==> config.mk <==
export PLATFORM = sky130hd
export DESIGN_NAME = plab3_mem_l2_req_arbiter_flat
export DESIGN_NICKNAME = d
export VERILOG_FILES = /design/src/rtl/plab3_mem_l2_req_arbiter_if.sv /design/src/rtl/plab3_mem_l2_req_arbiter.sv /design/src/flat_wrapper.sv
export SDC_FILE = /design/constraint.sdc
export NUM_CORES = 1
export LEC_CHECK = 0
export ABC_AREA = 1
export BUFFER_PORTS_ARGS = -buffer_cell sky130_fd_sc_hd__buf_2
export CAP_MARGIN = 15
export CORE_AREA = 2 2 375 377
export DETAILED_ROUTE_END_ITERATION = 6
export DIE_AREA = 0 0 377 379
export REMOVE_ABC_BUFFERS = 1
export SLEW_MARGIN = 40
export SYNTH_ARGS = -nofsm -noshare
export SYNTH_HDL_FRONTEND = slang
export SYNTH_SLANG_ARGS = --single-unit
==> constraint.sdc <==
create_clock -name clk -period 12.3 [get_ports clk]
set_input_delay 0.615 -clock clk [delete_from_list [all_inputs] [get_ports clk]]
set_output_delay 0.615 -clock clk [all_outputs]
set_load 0.01 [all_outputs]
==> src/rtl/plab3_mem_l2_req_arbiter_if.sv <==
// Handshake bundle between the two L1 miss ports, the arbiter and the blocking L2 cache.
// The slave modport is the arbiter's view and the master modport is the environment's view.
interface plab3_mem_l2_req_arbiter_if #(
  parameter int p_opaque_nbits = 8,
  parameter int abw            = 32,
  parameter int clw            = 128
);
  // Request layout: type(3) | opaque | addr | len | data.
  // Response layout: type(3) | opaque | test(2) | len | data.
  localparam int len_nbits  = $clog2(clw / 8);
  localparam int req_nbits  = 3 + p_opaque_nbits + abw + len_nbits + clw;
  localparam int resp_nbits = 3 + p_opaque_nbits + 2 + len_nbits + clw;

  logic [req_nbits-1:0]  req0_msg;
  logic                  req0_val;
  logic                  req0_rdy;
  logic                  req0_insecure;
  logic [req_nbits-1:0]  req1_msg;
  logic                  req1_val;
  logic                  req1_rdy;
  logic                  req1_insecure;

  logic [resp_nbits-1:0] resp0_msg;
  logic                  resp0_val;
  logic                  resp0_rdy;
  logic [resp_nbits-1:0] resp1_msg;
  logic                  resp1_val;
  logic                  resp1_rdy;

  logic [req_nbits-1:0]  l2req_msg;
  logic                  l2req_val;
  logic                  l2req_rdy;
  logic                  l2req_insecure;
  logic [resp_nbits-1:0] l2resp_msg;
  logic                  l2resp_val;
  logic                  l2resp_rdy;

  modport slave (
    input  req0_msg, req0_val, req0_insecure, req1_msg, req1_val, req1_insecure,
    output req0_rdy, req1_rdy,
    output resp0_msg, resp0_val, resp1_msg, resp1_val,
    input  resp0_rdy, resp1_rdy,
    output l2req_msg, l2req_val, l2req_insecure,
    input  l2req_rdy,
    input  l2resp_msg, l2resp_val,
    output l2resp_rdy
  );

  modport master (
    output req0_msg, req0_val, req0_insecure, req1_msg, req1_val, req1_insecure,
    input  req0_rdy, req1_rdy,
    input  resp0_msg, resp0_val, resp1_msg, resp1_val,
    output resp0_rdy, resp1_rdy,
    input  l2req_msg, l2req_val, l2req_insecure,
    output l2req_rdy,
    output l2resp_msg, l2resp_val,
    input  l2resp_rdy
  );
endinterface

==> src/rtl/plab3_mem_l2_req_arbiter.sv <==
// Two-port round-robin arbiter in front of a blocking L2: one transaction in flight (IDLE/SEND/WAIT/RESP).
// Optional per-port saturating grant counters when PLAB3_MEM_L2_ARB_GRANT_CNT_EN is defined.
module plab3_mem_l2_req_arbiter #(
  parameter int p_opaque_nbits = 8,
  parameter int abw            = 32,
  parameter int clw            = 128
) (
  input  logic clk,
  input  logic reset,
  plab3_mem_l2_req_arbiter_if.slave bus
`ifdef PLAB3_MEM_L2_ARB_GRANT_CNT_EN
  ,
  output logic [15:0] grant_cnt0,
  output logic [15:0] grant_cnt1
`endif
);

  localparam int c_len_nbits  = $clog2(clw / 8);
  localparam int c_req_nbits  = 3 + p_opaque_nbits + abw + c_len_nbits + clw;
  localparam int c_resp_nbits = 3 + p_opaque_nbits + 2 + c_len_nbits + clw;

  localparam logic [1:0] IDLE = 2'd0;
  localparam logic [1:0] SEND = 2'd1;
  localparam logic [1:0] WAIT = 2'd2;
  localparam logic [1:0] RESP = 2'd3;

  logic [1:0]              r_state;
  logic                    r_ptr;
  logic                    r_owner;
  logic                    r_insecure;
  logic [c_req_nbits-1:0]  r_req_msg;
  logic [c_resp_nbits-1:0] r_resp_msg;

  logic [1:0] w_state_nxt;
  logic       w_idle;
  logic       w_send;
  logic       w_wait;
  logic       w_resp;
  logic       w_winner;
  logic       w_win_val;
  logic       w_accept;
  logic       w_resp_rdy;

  // Reset is folded into the IDLE decode so no grant is offered while reset is held.
  assign w_idle = (r_state == IDLE) & ~reset;
  assign w_send = (r_state == SEND);
  assign w_wait = (r_state == WAIT);
  assign w_resp = (r_state == RESP);

  assign w_winner  = (bus.req0_val & bus.req1_val) ? r_ptr : bus.req1_val;
  assign w_win_val = w_winner ? bus.req1_val : bus.req0_val;
  assign w_accept  = w_idle & w_win_val;

  assign bus.req0_rdy = w_idle & ~w_winner;
  assign bus.req1_rdy = w_idle &  w_winner;

  assign bus.l2req_val      = w_send;
  assign bus.l2req_msg      = r_req_msg;
  assign bus.l2req_insecure = w_send & r_insecure;

  assign bus.l2resp_rdy = w_wait;

  assign w_resp_rdy    = r_owner ? bus.resp1_rdy : bus.resp0_rdy;
  assign bus.resp0_val = w_resp & ~r_owner;
  assign bus.resp1_val = w_resp &  r_owner;
  assign bus.resp0_msg = r_resp_msg;
  assign bus.resp1_msg = r_resp_msg;

  // NOTE: default assignment first keeps this block free of inferred latches.
  always_comb begin
    w_state_nxt = r_state;
    case (r_state)
      IDLE:    if (w_accept)       w_state_nxt = SEND;
      SEND:    if (bus.l2req_rdy)  w_state_nxt = WAIT;
      WAIT:    if (bus.l2resp_val) w_state_nxt = RESP;
      RESP:    if (w_resp_rdy)     w_state_nxt = IDLE;
      default:                     w_state_nxt = IDLE;
    endcase
  end

  // NOTE: non-blocking assignments so every register samples pre-edge values.
  always_ff @(posedge clk or posedge reset) begin
    if (reset) begin
      r_state    <= IDLE;
      r_ptr      <= 1'b0;
      r_owner    <= 1'b0;
      r_insecure <= 1'b0;
      // NOTE: payload registers are cleared too, so message outputs read 0 during reset.
      r_req_msg  <= '0;
      r_resp_msg <= '0;
    end else begin
      r_state <= w_state_nxt;
      if (w_accept) begin
        r_req_msg  <= w_winner ? bus.req1_msg : bus.req0_msg;
        r_insecure <= w_winner ? bus.req1_insecure : bus.req0_insecure;
        r_owner    <= w_winner;
        r_ptr      <= ~w_winner;
      end
      if (w_wait & bus.l2resp_val) begin
        r_resp_msg <= bus.l2resp_msg;
      end
    end
  end

`ifdef PLAB3_MEM_L2_ARB_GRANT_CNT_EN
  logic [15:0] r_grant_cnt0;
  logic [15:0] r_grant_cnt1;

  always_ff @(posedge clk or posedge reset) begin
    if (reset) begin
      r_grant_cnt0 <= 16'd0;
      r_grant_cnt1 <= 16'd0;
    end else begin
      if (w_accept & ~w_winner & (r_grant_cnt0 != 16'hFFFF)) r_grant_cnt0 <= r_grant_cnt0 + 16'd1;
      if (w_accept &  w_winner & (r_grant_cnt1 != 16'hFFFF)) r_grant_cnt1 <= r_grant_cnt1 + 16'd1;
    end
  end

  assign grant_cnt0 = r_grant_cnt0;
  assign grant_cnt1 = r_grant_cnt1;
`endif

endmodule

==> src/flat_wrapper.sv <==
// flat-port wrapper written by rule: the top's interface ports become plain ports
module plab3_mem_l2_req_arbiter_flat 
#(
  parameter int p_opaque_nbits = 8,
  parameter int abw            = 32,
  parameter int clw            = 128
)
  (clk, reset, bus_req0_msg, bus_req0_val, bus_req0_insecure, bus_req1_msg, bus_req1_val, bus_req1_insecure, bus_req0_rdy, bus_req1_rdy, bus_resp0_msg, bus_resp0_val, bus_resp1_msg, bus_resp1_val, bus_resp0_rdy, bus_resp1_rdy, bus_l2req_msg, bus_l2req_val, bus_l2req_insecure, bus_l2req_rdy, bus_l2resp_msg, bus_l2resp_val, bus_l2resp_rdy);
  plab3_mem_l2_req_arbiter_if #(.p_opaque_nbits(p_opaque_nbits), .abw(abw), .clw(clw)) bus_i ();
  input  logic clk;
  input  logic reset;
  input wire logic [$bits(bus_i.req0_msg)-1:0] bus_req0_msg;
  input wire logic [$bits(bus_i.req0_val)-1:0] bus_req0_val;
  input wire logic [$bits(bus_i.req0_insecure)-1:0] bus_req0_insecure;
  input wire logic [$bits(bus_i.req1_msg)-1:0] bus_req1_msg;
  input wire logic [$bits(bus_i.req1_val)-1:0] bus_req1_val;
  input wire logic [$bits(bus_i.req1_insecure)-1:0] bus_req1_insecure;
  output wire logic [$bits(bus_i.req0_rdy)-1:0] bus_req0_rdy;
  output wire logic [$bits(bus_i.req1_rdy)-1:0] bus_req1_rdy;
  output wire logic [$bits(bus_i.resp0_msg)-1:0] bus_resp0_msg;
  output wire logic [$bits(bus_i.resp0_val)-1:0] bus_resp0_val;
  output wire logic [$bits(bus_i.resp1_msg)-1:0] bus_resp1_msg;
  output wire logic [$bits(bus_i.resp1_val)-1:0] bus_resp1_val;
  input wire logic [$bits(bus_i.resp0_rdy)-1:0] bus_resp0_rdy;
  input wire logic [$bits(bus_i.resp1_rdy)-1:0] bus_resp1_rdy;
  output wire logic [$bits(bus_i.l2req_msg)-1:0] bus_l2req_msg;
  output wire logic [$bits(bus_i.l2req_val)-1:0] bus_l2req_val;
  output wire logic [$bits(bus_i.l2req_insecure)-1:0] bus_l2req_insecure;
  input wire logic [$bits(bus_i.l2req_rdy)-1:0] bus_l2req_rdy;
  input wire logic [$bits(bus_i.l2resp_msg)-1:0] bus_l2resp_msg;
  input wire logic [$bits(bus_i.l2resp_val)-1:0] bus_l2resp_val;
  output wire logic [$bits(bus_i.l2resp_rdy)-1:0] bus_l2resp_rdy;
  assign bus_i.req0_msg = bus_req0_msg;
  assign bus_i.req0_val = bus_req0_val;
  assign bus_i.req0_insecure = bus_req0_insecure;
  assign bus_i.req1_msg = bus_req1_msg;
  assign bus_i.req1_val = bus_req1_val;
  assign bus_i.req1_insecure = bus_req1_insecure;
  assign bus_req0_rdy = bus_i.req0_rdy;
  assign bus_req1_rdy = bus_i.req1_rdy;
  assign bus_resp0_msg = bus_i.resp0_msg;
  assign bus_resp0_val = bus_i.resp0_val;
  assign bus_resp1_msg = bus_i.resp1_msg;
  assign bus_resp1_val = bus_i.resp1_val;
  assign bus_i.resp0_rdy = bus_resp0_rdy;
  assign bus_i.resp1_rdy = bus_resp1_rdy;
  assign bus_l2req_msg = bus_i.l2req_msg;
  assign bus_l2req_val = bus_i.l2req_val;
  assign bus_l2req_insecure = bus_i.l2req_insecure;
  assign bus_i.l2req_rdy = bus_l2req_rdy;
  assign bus_i.l2resp_msg = bus_l2resp_msg;
  assign bus_i.l2resp_val = bus_l2resp_val;
  assign bus_l2resp_rdy = bus_i.l2resp_rdy;
  plab3_mem_l2_req_arbiter #(.p_opaque_nbits(p_opaque_nbits), .abw(abw), .clw(clw)) u_core (.clk(clk), .reset(reset), .bus(bus_i));
endmodule
==> metrics.md <==
| Metric | Value |
|---|---|
| Most frequent cells in the layout | `buf_2 (976), nand2_1 (484), dfrtp_1 (325), mux2_2 (145), inv_1 (130)` |
| First-pass GRT wire length | `133000 um` |
| Sw Ratio | `0.417` |
| Std-Cell Rows | `137` |
| Vias in the first global route | `14000` |
| Routability Congestion | `0.973` |
| Seq/Total Area, Yosys | `0.534` |
| CTS tree | `done` |
| Worst hold path type | `input port to asynchronous set/reset pin` |
| Post-route ant nets | `0` |
| Die extent in x | `377 um` |
| Clk sinks | `325` |
| Hold Fails Final Rpt | `0` |
| Layout cells sized above 1 | `0.504` |
| Initial antenna violation count | `176` |
| Initial DRC count | `932` |
| Final cycle utilization of the critical path | `0.271` |
| Final wirelength | `105000 um` |
| Mux cell area share after synthesis | `0.107` |
| GRT Overall Usage | `0.139` |
| DR vias/cell | `3.59` |
| Status | `finished clean` |
| Max Slew Vio Count | `0` |
| Starting Density | `0.110` |
| Tmin final | `3330 ps` |
| Yosys reg bits | `325` |
| Die area | `143000 um2` |
| Post-synthesis xor/xnor area fraction | `0` |
| WS Path Type | `flip-flop to output pin` |
| Wirelength per Cell | `24.7 um` |
| Top-Level Pins | `977` |
| Total grt overflow | `0` |
| Clk pwr share | `0.233` |
| Drt drc | `0` |
| Synth cell types | `21` |
| CTS H-Tree Depth | `2` |
| Critical path capture point type | `output pin` |
| RSZ-0062 raised after global routing | `no` |
| P per Cell Area | `255 nW/um2` |
| Clock Pin Slew Worst Setup and Hold Paths | `70 ps` |
| MaxCap Viol Count | `0` |
| Peak VDD IR | `0.000124 V` |
| Crit path required time | `11690 ps` |
| Ys Warns | `0` |
| Port bufs | `976` |
| Lkg Pwr | `11.9 nW` |
| Largest net degree at the start of global routing | `108` |
| Power Internal | `3.37 mW` |
| Slew @ Worst Pin | `821 ps` |
| Met2 Use GR | `0.221` |
| Hold Buf Count CTS | `0` |
| DPL Wire Length | `88000 um` |
| Worst Path Arrival | `2710 ps` |
| Area grow syn2layout | `48.6%` |
| Post-Synth Simple-Gate Area | `0.162` |
| Slew headroom | `0.453` |
| Grt met1 use | `0.175` |
| Flop pwr share | `0.361` |
| Fmax | `300 MHz` |
| Worst-path fanout max | `70` |
| TritonCTS Buffers | `43` |
| R2r setup slk | `9370 ps` |
| Final Non-Filler Cells | `4250` |
| Post-CTS resize count | `0` |
| Syn avg cell area | `9.65 um2` |
| CTS Buffer Depth | `3` |
| Placed instance count | `4138` |
| Final nets | `2886` |
| Combinational share of power | `0.407` |
| Synth Instances | `1578` |
| Grt peak-use layer | `met2` |
| Net Sw Power | `2.41 mW` |
| Setup TNS | `0 ps` |
| Setup crit start kind | `flip-flop` |
| Die span in y | `379 um` |
| Synth Area in Compound Gates | `0.0600` |
| Root Buffer | `clkbuf_16` |
| Postcts setup bufs | `0` |
| GR Util met3 | `0.0522` |
| Setup Skew | `37.1 ps` |
| Synthesized area | `15200 um2` |
| Area share of fa/ha/maj cells after synthesis | `0.00411` |
| Largest family of logic cells by synthesized area | `simple AND/OR/NAND/NOR gates` |
| DRT Pass-1 Iters | `5` |
| Filler cells | `15700` |
| Endpoints failing setup | `0` |
| DR vias | `15300` |
| Most common cell after layout, fill and taps aside | `buf_2` |
| Worst skew pair latency | `620 ps` |
| CORE AREA | `139000 um2` |
-- critical path, stage by stage, from the launching register on --
cell and delay (ps):
dfrtp_1 360, inv_1 60, nand2_1 120, nand2_8 340
clkinv_2 180, buf_6 290, nor2_1 480, buf_2 230
-- path summary, 6_finish.rpt --
path	cells after the start	start	to
max	7	u_core.r_ptr	bus_req0_rdy
min	2	reset	u_core.bus.resp0_msg[74]
max reg2reg	9	u_core.r_state[1]	u_core.bus.l2req_msg[143]
min reg2reg	2	u_core.bus.l2req_msg[108]	u_core.bus.l2req_msg[108]
max in group asynchronous	3	reset	u_core.bus.l2req_msg[129]
min in group clk	3	bus_req0_msg[141]	u_core.bus.l2req_msg[141]
-- area by class of cell --
type / count / area [um2] / share of cell area
repair buffers: 989 / 5040 / 0.223
well taps: 1807 / 2260 / 0.0999
clock buffers: 58 / 1220 / 0.0540
flip-flops and latches: 325 / 8130 / 0.359
multi-input cells: 885 / 5120 / 0.226
clock inverters: 21 / 263 / 0.0116
inverters: 132 / 504 / 0.0223
diodes: 33 / 82.6 / 0.00365
-- through the flow --
step | total power, mW | setup slack (ps) | instance area (um2) | util | hold WS, ps
global placement | 4.42 | 8820 | 21000 | 0.151 | 459
finish | 5.78 | 8970 | 22600 | 0.163 | 90.2
floorplan | 3.12 | 811 | 13700 | - | 465
CTS | 5.87 | 8450 | 22500 | 0.162 | 63.7
detailed placement | 4.46 | 8830 | 21100 | 0.152 | 461
global route | 6.12 | 8730 | 22600 | 0.163 | 104
-- synthesized netlist by cell type --
cell      count  share of area
buf_4       149          0.073
clkbuf_1     16         0.0039
nor2_2        1        0.00041
o211ai_1    118          0.058
nand2_2       1        0.00041
or2_2         1        0.00041
nand4_1       2        0.00082
nor2_1        4        0.00099
mux2_2      145           0.11
nand3_1     118          0.039
inv_2         1        0.00025
inv_1       131          0.032
buf_2        65          0.021
buf_1         6         0.0015
o21ai_2       1        0.00058
o21bai_1      2        0.00099
nor2_4        1        0.00074
nand2_1     485           0.12
dfrtp_1     325           0.53
ha_1          5         0.0041
o21ai_0       1        0.00033
-- per-layer routing --
metal,vias up,part of all wire
li1,6597,-
met3,346,0.12
met4,62,0.039
met2,1028,0.44
met1,7218,0.40
met5,-,0.0042
-- sequential cells by signal, summed over array words and instances, names as in the netlist --
| signal | count |
|---|---|
| u_core.bus.l2req_msg | 175 |
| u_core.bus.resp0_msg | 145 |
| u_core.r_insecure | 1 |
| u_core.r_owner | 1 |
| u_core.r_ptr | 1 |
| u_core.r_state | 2 |
-- power groups by stage --
stage / Sequential [mW] / Combinational, mW / Clock (mW)
2_1_floorplan: 2.30 / 0.819 / 0
3_3_place_gp: 2.08 / 2.34 / 0
3_5_place_dp: 2.08 / 2.38 / 0
4_1_cts: 2.08 / 2.38 / 1.40
5_1_grt: 2.13 / 2.56 / 1.43
6_report: 2.08 / 2.35 / 1.34
-- cell families (layout without fill, tap and decap cells) --
kind of cell,Yosys count,count (layout)
adder cells (fa/ha/maj),5,5
buffers and inverters,368,1200
flip-flops,325,325
other,0,33
AO/OA/AOI/OAI,122,122
multiplexers,145,145
AND/OR/NAND/NOR,613,613
No activity file was read; power rests on OpenSTA's default activity.
